==> src/rtl/hazard_ctrl.sv <==
// Hazard unit for the 5-stage pipeline: load-use bubbles, data-memory freeze,
// redirect flush sequencing and saturating stall/flush performance counters.
module hazard_ctrl #(
    parameter int ADDR_W   = 5,
    parameter int LOAD_LAT = 1,
    parameter int CNT_W    = 16
) (
    input  logic              clk,
    input  logic              rst_n,
    input  logic [ADDR_W-1:0] id_rs1,
    input  logic [ADDR_W-1:0] id_rs2,
    input  logic              id_use_rs1,
    input  logic              id_use_rs2,
    input  logic [ADDR_W-1:0] ex_rd,
    input  logic              ex_mem_read,
    input  logic              id_redirect,
    input  logic              ex_redirect,
    input  logic              mem_busy,
    input  logic              cnt_clr,
    output logic              pc_write,
    output logic              ifid_write,
    output logic              pipe_write,
    output logic              idex_bubble,
    output logic              flush_ifid,
    output logic              flush_idex,
    output logic [CNT_W-1:0]  stall_cnt,
    output logic [CNT_W-1:0]  flush_cnt
);

    localparam int                REM_W    = $clog2(LOAD_LAT + 1);
    localparam logic [REM_W-1:0]  REM_INIT = REM_W'(LOAD_LAT - 1);
    localparam logic [REM_W-1:0]  REM_ONE  = REM_W'(1);

    typedef enum logic [1:0] {
        S_IDLE,
        S_LU_STALL,
        S_MEM_WAIT
    } state_t;

    state_t            r_state;
    state_t            r_saved;
    logic [REM_W-1:0]  r_rem;
    logic [CNT_W-1:0]  r_stall_cnt;
    logic [CNT_W-1:0]  r_flush_cnt;

    state_t            w_next_state;
    state_t            w_next_saved;
    state_t            w_eff_state;
    logic [REM_W-1:0]  w_next_rem;
    logic              w_lu;
    logic              w_pc;
    logic              w_ifid;
    logic              w_pipe;
    logic              w_bubble;
    logic              w_fl_ifid;
    logic              w_fl_idex;

    function automatic logic [CNT_W-1:0] sat_inc(input logic [CNT_W-1:0] v);
        return (v == {CNT_W{1'b1}}) ? v : v + CNT_W'(1);
    endfunction

    // x0 is hard-wired zero, so a load targeting it never creates a dependency
    assign w_lu = ex_mem_read && (ex_rd != '0) &&
                  ((id_use_rs1 && (id_rs1 == ex_rd)) ||
                   (id_use_rs2 && (id_rs2 == ex_rd)));

    // A memory freeze parks the interrupted state; it is resumed once mem_busy drops
    assign w_eff_state = (r_state == S_MEM_WAIT) ? r_saved : r_state;

    always_comb begin
        w_next_state = r_state;
        w_next_saved = r_saved;
        w_next_rem   = r_rem;
        w_pc         = 1'b1;
        w_ifid       = 1'b1;
        w_pipe       = 1'b1;
        w_bubble     = 1'b0;
        w_fl_ifid    = 1'b0;
        w_fl_idex    = 1'b0;

        if (mem_busy) begin
            w_pc         = 1'b0;
            w_ifid       = 1'b0;
            w_pipe       = 1'b0;
            w_next_state = S_MEM_WAIT;
            w_next_saved = w_eff_state;
        end else if (ex_redirect) begin
            w_fl_ifid    = 1'b1;
            w_fl_idex    = 1'b1;
            w_next_state = S_IDLE;
            w_next_rem   = '0;
        end else if (w_eff_state == S_LU_STALL) begin
            w_pc     = 1'b0;
            w_ifid   = 1'b0;
            w_bubble = 1'b1;
            if (r_rem <= REM_ONE) begin
                w_next_state = S_IDLE;
                w_next_rem   = '0;
            end else begin
                w_next_state = S_LU_STALL;
                w_next_rem   = r_rem - REM_ONE;
            end
        end else if (w_lu) begin
            w_pc     = 1'b0;
            w_ifid   = 1'b0;
            w_bubble = 1'b1;
            if (LOAD_LAT > 1) begin
                w_next_state = S_LU_STALL;
                w_next_rem   = REM_INIT;
            end else begin
                w_next_state = S_IDLE;
                w_next_rem   = '0;
            end
        end else if (id_redirect) begin
            // Only reached when no load-use stall is pending, so ID operands are valid
            w_fl_ifid    = 1'b1;
            w_next_state = S_IDLE;
        end else begin
            w_next_state = S_IDLE;
        end
    end

    always_ff @(posedge clk or negedge rst_n) begin
        if (!rst_n) begin
            r_state <= S_IDLE;
            r_saved <= S_IDLE;
            r_rem   <= '0;
        end else begin
            r_state <= w_next_state;
            r_saved <= w_next_saved;
            r_rem   <= w_next_rem;
        end
    end

    assign pc_write    = rst_n & w_pc;
    assign ifid_write  = rst_n & w_ifid;
    assign pipe_write  = rst_n & w_pipe;
    assign idex_bubble = rst_n & w_bubble;
    assign flush_ifid  = rst_n & w_fl_ifid;
    assign flush_idex  = rst_n & w_fl_idex;

    // Clear wins over increment; counters stick at all-ones
    always_ff @(posedge clk or negedge rst_n) begin
        if (!rst_n) begin
            r_stall_cnt <= '0;
            r_flush_cnt <= '0;
        end else if (cnt_clr) begin
            r_stall_cnt <= '0;
            r_flush_cnt <= '0;
        end else begin
            if (!pc_write) begin
                r_stall_cnt <= sat_inc(r_stall_cnt);
            end
            if (flush_ifid) begin
                r_flush_cnt <= sat_inc(r_flush_cnt);
            end
        end
    end

    assign stall_cnt = r_stall_cnt;
    assign flush_cnt = r_flush_cnt;

endmodule
==> config.mk <==
export PLATFORM = sky130hd
export DESIGN_NAME = hazard_ctrl
export DESIGN_NICKNAME = d
export VERILOG_FILES = /design/src/rtl/hazard_ctrl.sv
export SDC_FILE = /design/constraint.sdc
export NUM_CORES = 1
export LEC_CHECK = 0
export ABC_AREA = 0
export CAP_MARGIN = 25
export CELL_PAD_IN_SITES_DETAIL_PLACEMENT = 0
export CELL_PAD_IN_SITES_GLOBAL_PLACEMENT = 2
export CORE_ASPECT_RATIO = 0.7
export CORE_MARGIN = 2
export CORE_UTILIZATION = 30
export DETAILED_ROUTE_END_ITERATION = 12
export GPL_ROUTABILITY_DRIVEN = 0
export PLACE_DENSITY = 0.81
export SLEW_MARGIN = 20
export SYNTH_ARGS = -nofsm -noshare
export SYNTH_HDL_FRONTEND = slang
export SYNTH_SLANG_ARGS = --single-unit
==> constraint.sdc <==
create_clock -name clk -period 4.4 [get_ports clk]
set_clock_uncertainty 0.1 [all_clocks]
set_input_delay 0.66 -clock clk [delete_from_list [all_inputs] [get_ports clk]]
set_output_delay 0.66 -clock clk [all_outputs]
set_load 0.005 [all_outputs]
After elaboration in Yosys (flattened, before gate mapping)
Index checks and enable logic that the tools add are counted.
Widths: inputs -> output; s select.

cells by class
  $lt $le $gt $ge = 1
  muxes and demuxes = 31
  $add $sub $neg = 3
  bitwise operators = 6
  equal/unequal tests = 9
  reduce and logical (&&, ||, !) cells = 11

operator list
  cell                   count
  $mux 16                6
  $add 16x1->16 const B  2
  $eq 16x16->1 const B   2
  $mux 1                 21
  $eq 5x5->1             2
  $mux 2                 4
  $ne 2x2->1 const B     3
  $reduce_and 2->1       3
  $and 1x1->1            5
  $reduce_bool 5->1      1
  $logic_and 1x1->1      4
  $reduce_bool 3->1      1
  $eq 2x1->1 const B     1
  $eq 2x2->1 const B     1
  $reduce_bool 2->1      1
  $le 1x1->1 const B     1
  $logic_or 1x1->1       1
  $not 1->1              1
  $sub 1x1->1 const B    1

word-level totals
  output and inout bits = 38
  input bits = 24
  logic and storage cells = 66
  register bits = 37

Longest topological paths before layout
Gate-level depths: netlist (run 1).

  word-level depth = 11
  mapped depth = 9
  depth with buffers taken out = 8

Worst setup path after synthesis (run 1)
No wires, ideal clock.

  path type = input to output
  start = in ex_rd[1]
  end = out pc_write
  buffers on the path = 2
  path slack = 1,677 ps
  arrival time = 1,963 ps
  data required time = 3,640 ps
  cell stages on the path = 6
  cell sequence = or4_1 o21a_1 a31o_4 buf_6 inv_1 buf_4

on the way
  cells in the longest elaborated chain, start to end = 9
  elaborated cells between the ends (all ways) = 13
  classes of those cells = 2 x eq/ne; 4 x mux; 1 x bitwise; 6 x reduce/logical

ends and longest elaborated chain
  what                                         RTL line  text
  start, declared                              14        input logic [ADDR_W-1:0] ex_rd,
  $eq 5x5->1, on equally long branches         64, 65
  $logic_and 1x1->1, on equally long branches  64, 65
  $logic_or 1x1->1                             64        ((id_use_rs1 && (id_rs1 == ex_rd)) ||
  $logic_and 1x1->1 *                          63        assign w_lu = ex_mem_read && (ex_rd != '0) &&
  $mux 1 * (4 in a row)                        -
  $and 1x1->1 *                                -
  end, declared                                20        output logic pc_write,

Mark *: on every way between the ends. The rest lies on a longest branch, timed or not.

Worst setup path after layout (run 1)
  start = in ex_rd[1]
  end = out flush_ifid

on the way
  cells in the longest elaborated chain, start to end = 9
  elaborated cells between the ends (all ways) = 13
  classes of those cells = 2 x eq/ne; 4 x mux; 1 x bitwise; 6 x reduce/logical

ends and longest elaborated chain
  what                                         RTL line  text
  $eq 5x5->1, on equally long branches         64, 65
  $logic_and 1x1->1, on equally long branches  64, 65
  $logic_or 1x1->1                             64
  $logic_and 1x1->1 *                          63
  $mux 1 *                                     103       end else if (w_lu) begin
  $mux 1 *                                     92        end else if (w_eff_state == S_LU_STALL) begin
  $mux 1 *                                     87        end else if (ex_redirect) begin
  $mux 1 *                                     81        if (mem_busy) begin
  $and 1x1->1 *                                139       assign flush_ifid = rst_n & w_fl_ifid;
  end, declared                                24        output logic flush_ifid,

Marks and branches as above.

==> out/summary.txt, run 1 <==
Die Y - 72.9 um
Syn_area_per_cell - 9.65 um2
Synth Cell Area - 0.00204 mm2
Layout Area Growth over Synthesis - 39.3%
Final layout net count - 298
Tcrit/Tclk final - 82.2%
Post-synth EDFFs - 0
# hold bufs at CTS - 0
Async SR Flop Fraction - 100%
HPWL after DPL - 3510 um
Hold Fails Final Rpt - 0
Fmax achieved - 0.276 GHz
Worst setup SP type - input pin
Via density - 4.57
# resized after CTS - 0
Initial antenna violation count - 0
Wl on met1 - 2470 um
Gr ovfl total - 0
Post-synth cell types - 37
CP Max Fanout - 14
Clock sink count - 35
R2R cell count - 7
N_diodes - 0
Synth top area cells - dfrtp_1, xnor2_1, nor2_1, xor2_1, nor4_2
Sequential area share after synthesis - 43.0%
Most frequent cells in the layout - clkdlybuf4s50_1, nor2_1, dfrtp_1
Cts bufs inserted - 5
Worst Path Arrival - 2.86 ns
Minimum clock period - 3.62 ns
Reg clk slew, reported paths - 0.08 ns
Cell Rows - 25
Die W - 102 um
Setup-failing EPs final - 0
RSZ-0062 raised after global routing - no
Drt wl/cell - 13.0 um
Die area - 0.00747 mm2
Global-route wire length before repair - 7860 um
Final Power - 684 uW
Synthesis Warnings - 0
Max_slew headroom - 46.8%
Pleak - 1.13 nW
Worst path required time - 3.64 ns
Share of cells above drive strength 1 - 9.16%
Final TNS setup - 0 ns
CTS root buf - clkbuf_8
H-tree levels - 2
Capturing point of the worst reg2reg path - flush_cnt[12]$_DFFE_PN0P_
Commonest non-fill, non-tap cell in the layout - clkdlybuf4s50_1
TritonRoute pass-1 iters - 4
Maximum root-to-sink buffer count - 2
Number of synthesized register bits - 35
Met3 Wirelength - 295 um
Vias - 1679
Drt drc - 0
Top Layer Used - met4
Port bufs - 61
Overall global routing resource usage - 13.7%
Post-DRT Antenna Nets - 0
Maximum VDD drop - 0.0947 mV
Starting Density - 30.6%
MaxCap Viol Count - 0
Total Wirelength - 4760 um
CTS tree - built
Post-CTS Setup Bufs - 0
Outcome - finished clean
Worst setup path class - in -> out
Reg2reg start - flush_cnt[0]$_DFFE_PN0P_
PwrDens - 241 mW/mm2
Largest net degree at the start of global routing - 36
Vias in the first global route - 1618
Setup crit end kind - primary output
Syn Inst Count - 211
Syn_nets - 237
Synth Flop Type - dfrtp_1
HP Class - in -> async
IO Pins - 62
Actual slew at the worst max-slew pin - 0.796 ns
Final Max Tran Viols - 0
Met2 wire len - 1900 um
DRT iter0 DRCs - 65
Worst setup startpoint - ex_rd[1]
Reg-to-reg slack, setup - 1.94 ns
Top-area cell type share of the netlist area - 43.0%
Core ar. - 0.00666 mm2
Post-synth top area cell - dfrtp_1
Fillers - 659
Clock latency on the worst-skew pair - 0.30 ns
Crit path to - flush_ifid
worst min path at each step:
stage	startpoint	end	slack, ns
2_1_floorplan	rst_n	flush_cnt[0]$_DFFE_PN0P_	0.26
3_3_place_gp	r_saved[1]$_DFFE_PN0P_	r_saved[1]$_DFFE_PN0P_	0.36
3_5_place_dp	r_saved[1]$_DFFE_PN0P_	r_saved[1]$_DFFE_PN0P_	0.36
4_1_cts	rst_n	stall_cnt[10]$_DFFE_PN0P_	0.37
5_1_grt	rst_n	flush_cnt[10]$_DFFE_PN0P_	0.40
6_report	rst_n	stall_cnt[10]$_DFFE_PN0P_	0.35
metrics by stage:
stage | instances | setup WS, ns | hold WS (ns) | util [%] | cell area [um2]
2_1_floorplan | 211 | 1.68 | 0.264 | - | 2040
3_3_place_gp | 359 | 0.772 | 0.364 | 41.0 | 2730
3_5_place_dp | 359 | 0.761 | 0.365 | 41.0 | 2730
4_1_cts | 367 | 0.759 | 0.370 | 42.6 | 2840
5_1_grt | 367 | 0.703 | 0.404 | 42.6 | 2840
6_report | 367 | 0.781 | 0.352 | 42.6 | 2840
critical path, stage by stage:
cell,delay (ns)
clkdlybuf4s50_1,0.47
or4_1,0.57
o21a_1,0.22
a31o_4,0.32
nor2_1,0.12
clkdlybuf4s50_1,0.50
layer usage:
metal | vias to the layer above | global-route usage, %
met5 | - | 0
met4 | 0 | 6.37
met2 | 49 | 18.2
li1 | 845 | -
met1 | 777 | 20.2
met3 | 8 | 4.21
cell usage after synthesis, drive strengths merged, types with 2 or more instances:
master   n
and2     3
and4     2
clkbuf   6
nor3     2
ha       2
nor2    39
nor2b    4
nand3b   2
inv      5
xnor2   23
nand3   16
dfrtp   35
xor2    14
and3     9
nand4   10
o21ai    2
buf      4
nor4    10
mux2     3
nand2   10
mux2i    2
registers in the layout, indices dropped and copies added, names as in the netlist:
| register | flops |
|---|---|
| flush_cnt | 16 |
| stall_cnt | 16 |
| r_saved | 2 |
| r_state | 1 |
cell families after synthesis:
kind of cell             count (synthesis)  synth area share (%)
AO/OA/AOI/OAI                            7                  2.83
buffers and inverters                   15                  3.38
XOR/XNOR                                37                  15.9
flip-flops                              35                  43.0
adder cells (fa/ha/maj)                  2                  1.23
AND/OR/NAND/NOR                        110                  30.6
multiplexers                             5                  3.01
area by class of cell:
cell class	instances	area (um2)	share of cell area, %
Multi-Input combinational cell	161	1090	38.5
Sequential cell	35	876	30.9
Timing Repair Buffer	64	628	22.2
Tap cell	94	118	4.15
Clock buffer	7	96.3	3.40
Inverter	5	18.8	0.662
Clock inverter	1	7.51	0.265
power by group:
group / total [mW] / internal [mW] / leakage [nW] / switching, mW
logic: 0.0848 / 0.0452 / 0.592 / 0.0395
registers: 0.331 / 0.326 / 0.484 / 0.00524
clock network: 0.268 / 0.143 / 0.0505 / 0.126
No activity file was read; power rests on OpenSTA's default activity.
==> inputs of run 2 (changes only) <==
--- a/config.mk
+++ b/config.mk
@@ -11,10 +11,10 @@
 export CELL_PAD_IN_SITES_GLOBAL_PLACEMENT = 2
 export CORE_ASPECT_RATIO = 0.7
 export CORE_MARGIN = 2
-export CORE_UTILIZATION = 30
+export CORE_UTILIZATION = 28
 export DETAILED_ROUTE_END_ITERATION = 12
 export GPL_ROUTABILITY_DRIVEN = 0
-export PLACE_DENSITY = 0.81
+export PLACE_DENSITY = 0.76
 export SLEW_MARGIN = 20
 export SYNTH_ARGS = -nofsm -noshare
 export SYNTH_HDL_FRONTEND = slang
==> constraint.sdc (replaced) <==
create_clock -name clk -period 3.6 [get_ports clk]
set_clock_uncertainty 0.1 [all_clocks]
set_input_delay 0.54 -clock clk [delete_from_list [all_inputs] [get_ports clk]]
set_output_delay 0.54 -clock clk [all_outputs]
set_load 0.005 [all_outputs]
==> run 2 against run 1 <==
  * Core utilization decreased by 1.6 points
  * Via count fell by 0.12%
  * Clock power is 4% higher
  * Total power up 15%
==> out/summary.txt, run 2 (synthesized netlist as in run 1, its figures left out) <==
Reg clk slew, reported paths - 0.08 ns (about the same)
Die Y - 75.3 um (was 72.9 um)
Minimum clock period - 3.34 ns
Post-route cell area - 0.00282 mm2 (was 0.00284 mm2)
Reg-to-reg slack, setup - 1.13 ns (was 1.94 ns)
Fillers - 703 (was 659)
M1 GR Usage - 20.2% (about the same)
N_diodes - 0 (unchanged)
Vias in the first global route - 1608 (was 1618)
# resized after CTS - 0 (unchanged)
Actual slew at the worst max-slew pin - 0.796 ns (about the same)
Crit-path max cell delay - 0.57 ns (about the same)
Core Util, Final - 41.0% (was 42.6%)
Placed insts - 360 (was 359)
Layout Area Growth over Synthesis - 38.5% (was 39.3%)
Final Max Tran Viols - 0 (unchanged)
Drt wl/cell - 13.6 um (was 13.0 um)
Most numerous cell on the critical path - clkdlybuf4s50_1 (unchanged)
H-tree levels - 2 (unchanged)
Worst setup SP type - input pin (unchanged)
DRT iter0 DRCs - 101 (was 65)
WP buf/inv - 2 (unchanged)
Hold_ws - 0.253 ns (was 0.352 ns)
Register Area - 876 um2 (unchanged)
Pleak - 1.12 nW (was 1.13 nW)
CP Max Fanout - 8 (was 14)
Setup-failing EPs final - 0 (unchanged)
Setup Slack @ Placement - 0.250 ns (was 0.761 ns)
HPWL after DPL - 3670 um (was 3510 um)
Overall global routing resource usage - 13.4% (was 13.7%)
Setup crit end kind - primary output (unchanged)
Worst setup path class - in -> out (unchanged)
Dpl cell area - 0.00274 mm2 (was 0.00273 mm2)
Clock sink count - 35 (unchanged)
Crit-path cells - clkdlybuf4s50_1 -> or4_1 -> o21a_1 -> a31o_4 -> nor2_1 -> clkdlybuf4s50_1 (unchanged)
Share of cells above drive strength 1 - 8.76% (was 9.16%)
Outcome - finished clean (unchanged)
CTS tree - built (unchanged)
Hold Fails Final Rpt - 0 (unchanged)
Die W - 106 um (was 102 um)
Core ar. - 0.00688 mm2 (was 0.00666 mm2)
Die area - 0.00798 mm2 (was 0.00747 mm2)
Drt drc - 0 (unchanged)
Multi-input gate area - 0.00109 mm2 (unchanged)
Maximum root-to-sink buffer count - 2 (unchanged)
Final Power - 788 uW (was 684 uW)
MaxCap Viol Count - 0 (unchanged)
Initial antenna violation count - 0 (unchanged)
CTS root buf - clkbuf_8 (unchanged)
PwrDens - 279 mW/mm2 (was 241 mW/mm2)
Fmax achieved - 0.300 GHz
IO Pins - 62 (unchanged)
Via density - 4.56 (was 4.57)
Worst path required time - 2.96 ns (was 3.64 ns)
Final TNS setup - 0 ns (unchanged)
GR peak layer - met1 (unchanged)
Clock latency on the worst-skew pair - 0.29 ns (was 0.30 ns)
Final layout net count - 299 (was 298)
Most frequent cells in the layout - clkdlybuf4s50_1, nor2_1, dfrtp_1 (unchanged)
Post-DRT Antenna Nets - 0 (unchanged)
Maximum VDD drop - 0.125 mV (was 0.0947 mV)
Final cell count without fillers - 368 (was 367)
Max_slew headroom - 46.8% (about the same)
Global-route wire length before repair - 8240 um (was 7860 um)
Commonest non-fill, non-tap cell in the layout - clkdlybuf4s50_1 (unchanged)
Met3 Resource Use GR - 4.79% (was 4.21%)
GR Util met2 - 18.1% (was 18.2%)
CP max stage cell - or4_1 (unchanged)
RSZ-0062 raised after global routing - no (unchanged)
# hold bufs at CTS - 0 (unchanged)
Vias - 1677 (was 1679)
Cell Rows - 25 (unchanged)
Post-CTS Setup Bufs - 0 (unchanged)
Total Wirelength - 5000 um (was 4760 um)
Worst Path Arrival - 2.70 ns (was 2.86 ns)
Starting Density - 29.6% (was 30.6%)
Cts bufs inserted - 5 (unchanged)
Gr ovfl total - 0 (unchanged)
Largest net degree at the start of global routing - 36 (unchanged)
Port bufs - 61 (unchanged)
Final WS setup - 0.264 ns (was 0.781 ns)
Tcrit/Tclk final - 92.7%
Critical path's top delay family - buffers and inverters (unchanged)
TritonRoute pass-1 iters - 4 (unchanged)
HP Class - in -> async (unchanged)
[run 2: changes by cell type in the layout (fill, tap and decap cells not counted), sizes merged]
| cell | before | now |
|---|---|---|
| clkinvlp | 1 | 0 |
| clkinv | 0 | 1 |
| buf | 4 | 5 |
[run 2: worst reg2reg max path, cell delays in order, from the launching register on]
cell and delay, ns:
dfrtp_1 0.46, ha_1 0.25, nand3_1 0.18, or3_1 0.45
nor2_4 0.32, nor3_2 0.12, and3_1 0.19, mux2_1 0.30
[run 2: where the power goes]
part	total [mW]	internal, mW	switching (mW)
clock network	0.278	0.136	0.142
logic	0.106	0.0560	0.0497
registers	0.405	0.398	0.00669
total	0.788	0.590	0.198
[run 2: final timing paths]
| check | cells after the start | end | start |
|---|---|---|---|
| worst max-delay path | 6 | flush_ifid | ex_rd[1] |
| worst min-delay path | 2 | stall_cnt[10]$_DFFE_PN0P_ | rst_n |
| worst max register to register | 7 | flush_cnt[12]$_DFFE_PN0P_ | flush_cnt[0]$_DFFE_PN0P_ |
| worst min register to register | 1 | r_saved[0]$_DFFE_PN0P_ | r_saved[0]$_DFFE_PN0P_ |
| max in group asynchronous | 2 | stall_cnt[0]$_DFFE_PN0P_ | rst_n |
| min in group clk | 1 | r_saved[0]$_DFFE_PN0P_ | r_saved[0]$_DFFE_PN0P_ |
[run 2: cell type report]
cell class	count	area share (%)
clock buffer	7	2.71
multi-input combinational	161	38.7
sequential	35	31.1
tap	94	4.17
timing repair buffer	65	22.5
clock inverter	1	0.177
inverter	5	0.665
[run 2: layer usage]
layer  up-vias  part of all wire [%]  routed length (um)
li1        845                     -                   -
met1       778                    55                2760
met2        49                    37                1850
met3         5                   7.1                 355
met4         0                  0.60                  30
met5         -                     0                   0
==> inputs of run 3 (changes only) <==
--- a/config.mk
+++ b/config.mk
@@ -6,7 +6,6 @@
 export NUM_CORES = 1
 export LEC_CHECK = 0
 export ABC_AREA = 0
-export CAP_MARGIN = 25
 export CELL_PAD_IN_SITES_DETAIL_PLACEMENT = 0
 export CELL_PAD_IN_SITES_GLOBAL_PLACEMENT = 2
 export CORE_ASPECT_RATIO = 0.7
==> results of run 3 <==
Final layout, timing and power as in run 2 (identical DEF).
